===== config.mk =====
export PLATFORM = sky130hd
export DESIGN_NAME = multi_cycle_ctrl
export DESIGN_NICKNAME = d
export VERILOG_FILES = /design/src/rtl/multi_cycle_ctrl.sv
export SDC_FILE = /design/constraint.sdc
export NUM_CORES = 1
export LEC_CHECK = 0
export BUFFER_PORTS_ARGS = -buffer_cell sky130_fd_sc_hd__buf_2
export CORE_ASPECT_RATIO = 0.6
export CORE_MARGIN = 2
export CORE_UTILIZATION = 31
export DETAILED_ROUTE_END_ITERATION = 16
export GPL_ROUTABILITY_DRIVEN = 0
export GPL_TIMING_DRIVEN = 0
export SYNTH_ARGS = -nofsm -noshare
export SYNTH_HDL_FRONTEND = slang
export SYNTH_SLANG_ARGS = --single-unit

===== constraint.sdc =====
create_clock -name clk_i -period 2.3 [get_ports clk_i]
set_input_delay 0.115 -clock clk_i [delete_from_list [all_inputs] [get_ports clk_i]]
set_output_delay 0.115 -clock clk_i [all_outputs]
set_load 0.01 [all_outputs]

===== src/rtl/multi_cycle_ctrl.sv =====
// Multi-cycle MIPS-style main controller.
// The state register advances on the rising clock edge; every control output is
// decoded combinationally from the current state, the memory-ready and zero
// flags, and the instruction fields, and is forced low while reset is high.
module multi_cycle_ctrl (
  input  logic       clk_i,
  input  logic       rst_i,
  input  logic [5:0] instr_op_i,
  input  logic [5:0] funct_i,
  input  logic       zero_i,
  input  logic       mem_ready_i,
  output logic       mem_req_o,
  output logic       mem_we_o,
  output logic       iord_o,
  output logic       ir_write_o,
  output logic       pc_write_o,
  output logic [1:0] pc_src_o,
  output logic       reg_write_o,
  output logic [1:0] reg_dst_o,
  output logic [1:0] mem_to_reg_o,
  output logic       alu_src_a_o,
  output logic [1:0] alu_src_b_o,
  output logic [2:0] alu_op_o,
  output logic [3:0] state_o,
  output logic       instr_done_o,
  output logic       illegal_o
);

  typedef enum logic [3:0] {
    S_FETCH    = 4'd0,
    S_DECODE   = 4'd1,
    S_MEM_ADDR = 4'd2,
    S_MEM_RD   = 4'd3,
    S_MEM_WB   = 4'd4,
    S_MEM_WR   = 4'd5,
    S_R_EXEC   = 4'd6,
    S_R_WB     = 4'd7,
    S_BRANCH   = 4'd8,
    S_JUMP     = 4'd9,
    S_JR       = 4'd10,
    S_I_EXEC   = 4'd11,
    S_I_WB     = 4'd12
  } state_t;

  localparam logic [5:0] OP_RTYPE = 6'b000000;
  localparam logic [5:0] OP_BEQ   = 6'b000100;
  localparam logic [5:0] OP_ADDI  = 6'b001000;
  localparam logic [5:0] OP_SLTI  = 6'b001010;
  localparam logic [5:0] OP_LW    = 6'b100011;
  localparam logic [5:0] OP_SW    = 6'b101011;
  localparam logic [5:0] OP_J     = 6'b000010;
  localparam logic [5:0] OP_JAL   = 6'b000011;
  localparam logic [5:0] FN_JR    = 6'b001000;

  state_t state_reg;

  logic is_rtype, is_jr, is_beq, is_addi, is_slti, is_lw, is_sw, is_j, is_jal;

  // Opcode classification; the instruction register is stable for the whole instruction.
  always_comb begin
    is_rtype = (instr_op_i == OP_RTYPE);
    is_jr    = is_rtype && (funct_i == FN_JR);
    is_beq   = (instr_op_i == OP_BEQ);
    is_addi  = (instr_op_i == OP_ADDI);
    is_slti  = (instr_op_i == OP_SLTI);
    is_lw    = (instr_op_i == OP_LW);
    is_sw    = (instr_op_i == OP_SW);
    is_j     = (instr_op_i == OP_J);
    is_jal   = (instr_op_i == OP_JAL);
  end

  // State sequencer: memory states wait for mem_ready_i, all others advance unconditionally.
  always_ff @(posedge clk_i) begin
    if (rst_i) begin
      state_reg <= S_FETCH;
    end else begin
      case (state_reg)
        S_FETCH:    if (mem_ready_i) state_reg <= S_DECODE;
        S_DECODE: begin
          if (is_lw || is_sw)            state_reg <= S_MEM_ADDR;
          else if (is_jr)                state_reg <= S_JR;
          else if (is_rtype)             state_reg <= S_R_EXEC;
          else if (is_beq)               state_reg <= S_BRANCH;
          else if (is_j || is_jal)       state_reg <= S_JUMP;
          else if (is_addi || is_slti)   state_reg <= S_I_EXEC;
          else                           state_reg <= S_FETCH;
        end
        S_MEM_ADDR: state_reg <= is_sw ? S_MEM_WR : S_MEM_RD;
        S_MEM_RD:   if (mem_ready_i) state_reg <= S_MEM_WB;
        S_MEM_WB:   state_reg <= S_FETCH;
        S_MEM_WR:   if (mem_ready_i) state_reg <= S_FETCH;
        S_R_EXEC:   state_reg <= S_R_WB;
        S_R_WB:     state_reg <= S_FETCH;
        S_BRANCH:   state_reg <= S_FETCH;
        S_JUMP:     state_reg <= S_FETCH;
        S_JR:       state_reg <= S_FETCH;
        S_I_EXEC:   state_reg <= S_I_WB;
        S_I_WB:     state_reg <= S_FETCH;
        default:    state_reg <= S_FETCH;
      endcase
    end
  end

  // Output decode; everything defaults low and reset suppresses all strobes in the same cycle.
  always_comb begin
    mem_req_o    = 1'b0;
    mem_we_o     = 1'b0;
    iord_o       = 1'b0;
    ir_write_o   = 1'b0;
    pc_write_o   = 1'b0;
    pc_src_o     = 2'b00;
    reg_write_o  = 1'b0;
    reg_dst_o    = 2'b00;
    mem_to_reg_o = 2'b00;
    alu_src_a_o  = 1'b0;
    alu_src_b_o  = 2'b00;
    alu_op_o     = 3'b000;
    state_o      = 4'd0;
    instr_done_o = 1'b0;
    illegal_o    = 1'b0;
    if (!rst_i) begin
      state_o = state_reg;
      case (state_reg)
        S_FETCH: begin
          mem_req_o   = 1'b1;
          alu_src_b_o = 2'b01;
          ir_write_o  = mem_ready_i;
          pc_write_o  = mem_ready_i;
        end
        S_DECODE: begin
          alu_src_b_o = 2'b11;
          if (!(is_rtype || is_beq || is_addi || is_slti ||
                is_lw || is_sw || is_j || is_jal)) begin
            illegal_o    = 1'b1;
            instr_done_o = 1'b1;
          end
        end
        S_MEM_ADDR: begin
          alu_src_a_o = 1'b1;
          alu_src_b_o = 2'b10;
        end
        S_MEM_RD: begin
          mem_req_o = 1'b1;
          iord_o    = 1'b1;
        end
        S_MEM_WB: begin
          reg_write_o  = 1'b1;
          mem_to_reg_o = 2'b01;
          instr_done_o = 1'b1;
        end
        S_MEM_WR: begin
          mem_req_o    = 1'b1;
          mem_we_o     = 1'b1;
          iord_o       = 1'b1;
          instr_done_o = mem_ready_i;
        end
        S_R_EXEC: begin
          alu_src_a_o = 1'b1;
          alu_op_o    = 3'b010;
        end
        S_R_WB: begin
          reg_write_o  = 1'b1;
          reg_dst_o    = 2'b01;
          instr_done_o = 1'b1;
        end
        S_BRANCH: begin
          alu_src_a_o  = 1'b1;
          alu_op_o     = 3'b001;
          pc_src_o     = 2'b01;
          pc_write_o   = zero_i;
          instr_done_o = 1'b1;
        end
        S_JUMP: begin
          pc_write_o   = 1'b1;
          pc_src_o     = 2'b10;
          instr_done_o = 1'b1;
          if (is_jal) begin
            reg_write_o  = 1'b1;
            reg_dst_o    = 2'b10;
            mem_to_reg_o = 2'b10;
          end
        end
        S_JR: begin
          pc_write_o   = 1'b1;
          pc_src_o     = 2'b11;
          instr_done_o = 1'b1;
        end
        S_I_EXEC: begin
          alu_src_a_o = 1'b1;
          alu_src_b_o = 2'b10;
          alu_op_o    = is_slti ? 3'b100 : 3'b000;
        end
        S_I_WB: begin
          reg_write_o  = 1'b1;
          instr_done_o = 1'b1;
        end
        default: begin
        end
      endcase
    end
  end

endmodule


==> qor.yml <==
synth_top_cell_by_area: "dfxtp_1"
root_buffer: "clkbuf_8"
drt_first_pass_iters: 4
setup_viol: 0
maxCapViolations: 0
cts_buffer_depth: 2
yosys_most_used_dff: "dfxtp_1"
synth.most_common_cell: "nor2_1"
synth.area.top_cells: "dfxtp_1 11%, nor2_1 7.5%, nor3_1 7.2%"
peakVddDrop_uv: 277
initial_core_util_pct: 32.6
clock_latency_ns: 0.21
fin_nets: 166
n_fill_cell: 254
syn_nets: 123
die_x_um: 65.3
slew_headroom_pct: 71.2
hold_viol: 0
die_h_um: 40.8
syn2layout_area_growth_pct: 38.5
wl_per_cell_um: 13.5
critPathLaunchType: "flop"
tritoncts: "built"
clkPwrFrac_pct: 46.1
port-buffer-count: 38
rows: 13
synth_edf_count: 0
ys_seq_elements: 4
grt_max_degree: 11
wl_mm: 2.40
antenna_found_initial: 0
cts_setup_buffers: 0
antennaDiodeCount: 0
synth_cell_types: 41
htree_levels: 1
ant_nets: 0
timing_max_transition_violations_final: 0
cts_buffers: 3
via_per_inst: 5.54
drc: 0
p_sw_w: 0.0000871
clkTransAtPathRegs_ns: 0.03
die_area_mm2: 0.00266
skew_ns: 0.000927
path_max_fanout: 10
hp-class: "input pin to flop"
grt_pass1_wl_mm: 3.64
async_reset_ff_share_pct: 0
ioPinCount: 40
outcome: "completed"
setup_slack_ns: 0.449
worstSetupPathType: "flop to output pin"
fin_area_um2: 968
p_int_w: 0.000220
clock-sinks: 4
p_comb_share_pct: 30.5
core_mm2: 0.00215
overflow: 0
leakage_nw: 0.475
cts_hold_buf: 0
place_area_um2: 927
worstMarginPinSlew_ns: 0.432
yosysTopAreaCellShare_pct: 11.4
cts-resized-gates: 0
first_iter_violations: 58
yosysWarnings: 0
yosys-top-cells-count: "14 x nor2_1, 10 x nor3_1, 8 x nand2_1"
required_ns: 2.18
p_seq_share_pct: 23.4
ys_seq_area_share_pct: 11.4
power_density_mw_per_mm2: 318
switching_share_pct: 28.3
syn_area_um2: 699
power_w: 0.000308
avgSynthCellArea_um2: 6.54
drive_gt1_share_pct: 34.5
largest_reg_flops: 4
fmax_ghz: 0.540
syn_inst: 107
period_minus_slack_ns: 1.85
pre_cts_slack_ns: 0.648
tns_ns: 0
crit_path_end_kind: "output pin"
utilization_pct: 45.1
rsz0062_at_grt: "no"
worstPathArrival_ns: 1.74
grt_pass1_vias: 791
hpwl_mm: 1.92
vias: 986
period_share_pct: 80.5
track_usage_pct: 18.1
[through the flow]
step	cells	hold slack [ns]
global placement	175	0.463
detailed placement	175	0.471
floorplan	107	0.311
CTS	178	0.246
finish	178	0.247
global route	178	0.255
[final timing paths]
check / start / endpoint / slack, ns / cells past startpoint
setup / recovery: state_reg[3]$_SDFFE_PP0P_ / reg_write_o / 0.45 / 7
hold / removal: funct_i[0] / state_reg[3]$_SDFFE_PP0P_ / 0.25 / 4
setup reg to reg: state_reg[1]$_SDFFE_PP0P_ / state_reg[3]$_SDFFE_PP0P_ / 0.78 / 5
hold reg to reg: state_reg[3]$_SDFFE_PP0P_ / state_reg[0]$_SDFFE_PP0P_ / 0.76 / 3
[layer usage]
metal | part of all wire, % | vias up | track usage (%)
met5 | 0 | - | 0
met3 | 11 | 0 | 4.12
met2 | 42 | 57 | 30.6
met4 | 0 | 0 | 0
li1 | - | 477 | -
met1 | 47 | 452 | 25.4
[layout by cell type, fill, tap and decap left out, types with 2 or more instances in the layout]
cell / n
buf_2: 42
nor2_1: 14
nor3_1: 10
nand2_1: 8
nor2b_1: 6
a21oi_1: 6
nand3_1: 5
inv_1: 4
nor4_1: 4
a21o_1: 4
dfxtp_1: 4
clkbuf_1: 3
and4_1: 3
clkbuf_8: 3
and3_1: 2
xnor2_1: 2
o21ai_0: 2
a32o_1: 2
[cell type report]
cell class	count	area [um2]	area share, %
clock buffer	3	41.3	4.26
multi-input combinational	90	562	58.0
timing repair buffer	38	190	19.6
buffer	9	42.5	4.39
sequential	4	80.1	8.27
inverter	4	15.0	1.55
tap	30	37.5	3.88
[kinds of logic (layout without fill, tap and decap cells)]
group | count (synthesis) | count (layout) | synth area share [%]
flip-flops | 4 | 4 | 11.4
AO/OA/AOI/OAI | 25 | 25 | 26.3
multiplexers | 2 | 2 | 3.04
AND/OR/NAND/NOR | 60 | 60 | 47.2
buffers and inverters | 13 | 54 | 8.23
XOR/XNOR | 3 | 3 | 3.76
[critical path, cell delays in order (launching register included)]
cell and delay [ns]:
dfxtp_1 0.29, buf_4 0.16, and2b_1 0.19, nand2_1 0.12
nor4_1 0.29, and4_1 0.28, a21o_1 0.09, buf_2 0.11
[power by group through the flow]
stage,Clock (W),Combinational (W),Sequential [W]
3_3_place_gp,0,0.0000900,0.0000730
3_5_place_dp,0,0.0000915,0.0000730
5_1_grt,0.000154,0.000102,0.0000722
4_1_cts,0.000148,0.0000920,0.0000721
2_1_floorplan,0,0.0000544,0.0000728
6_report,0.000142,0.0000937,0.0000721
Note: power is estimated with default switching activity, not from simulation.
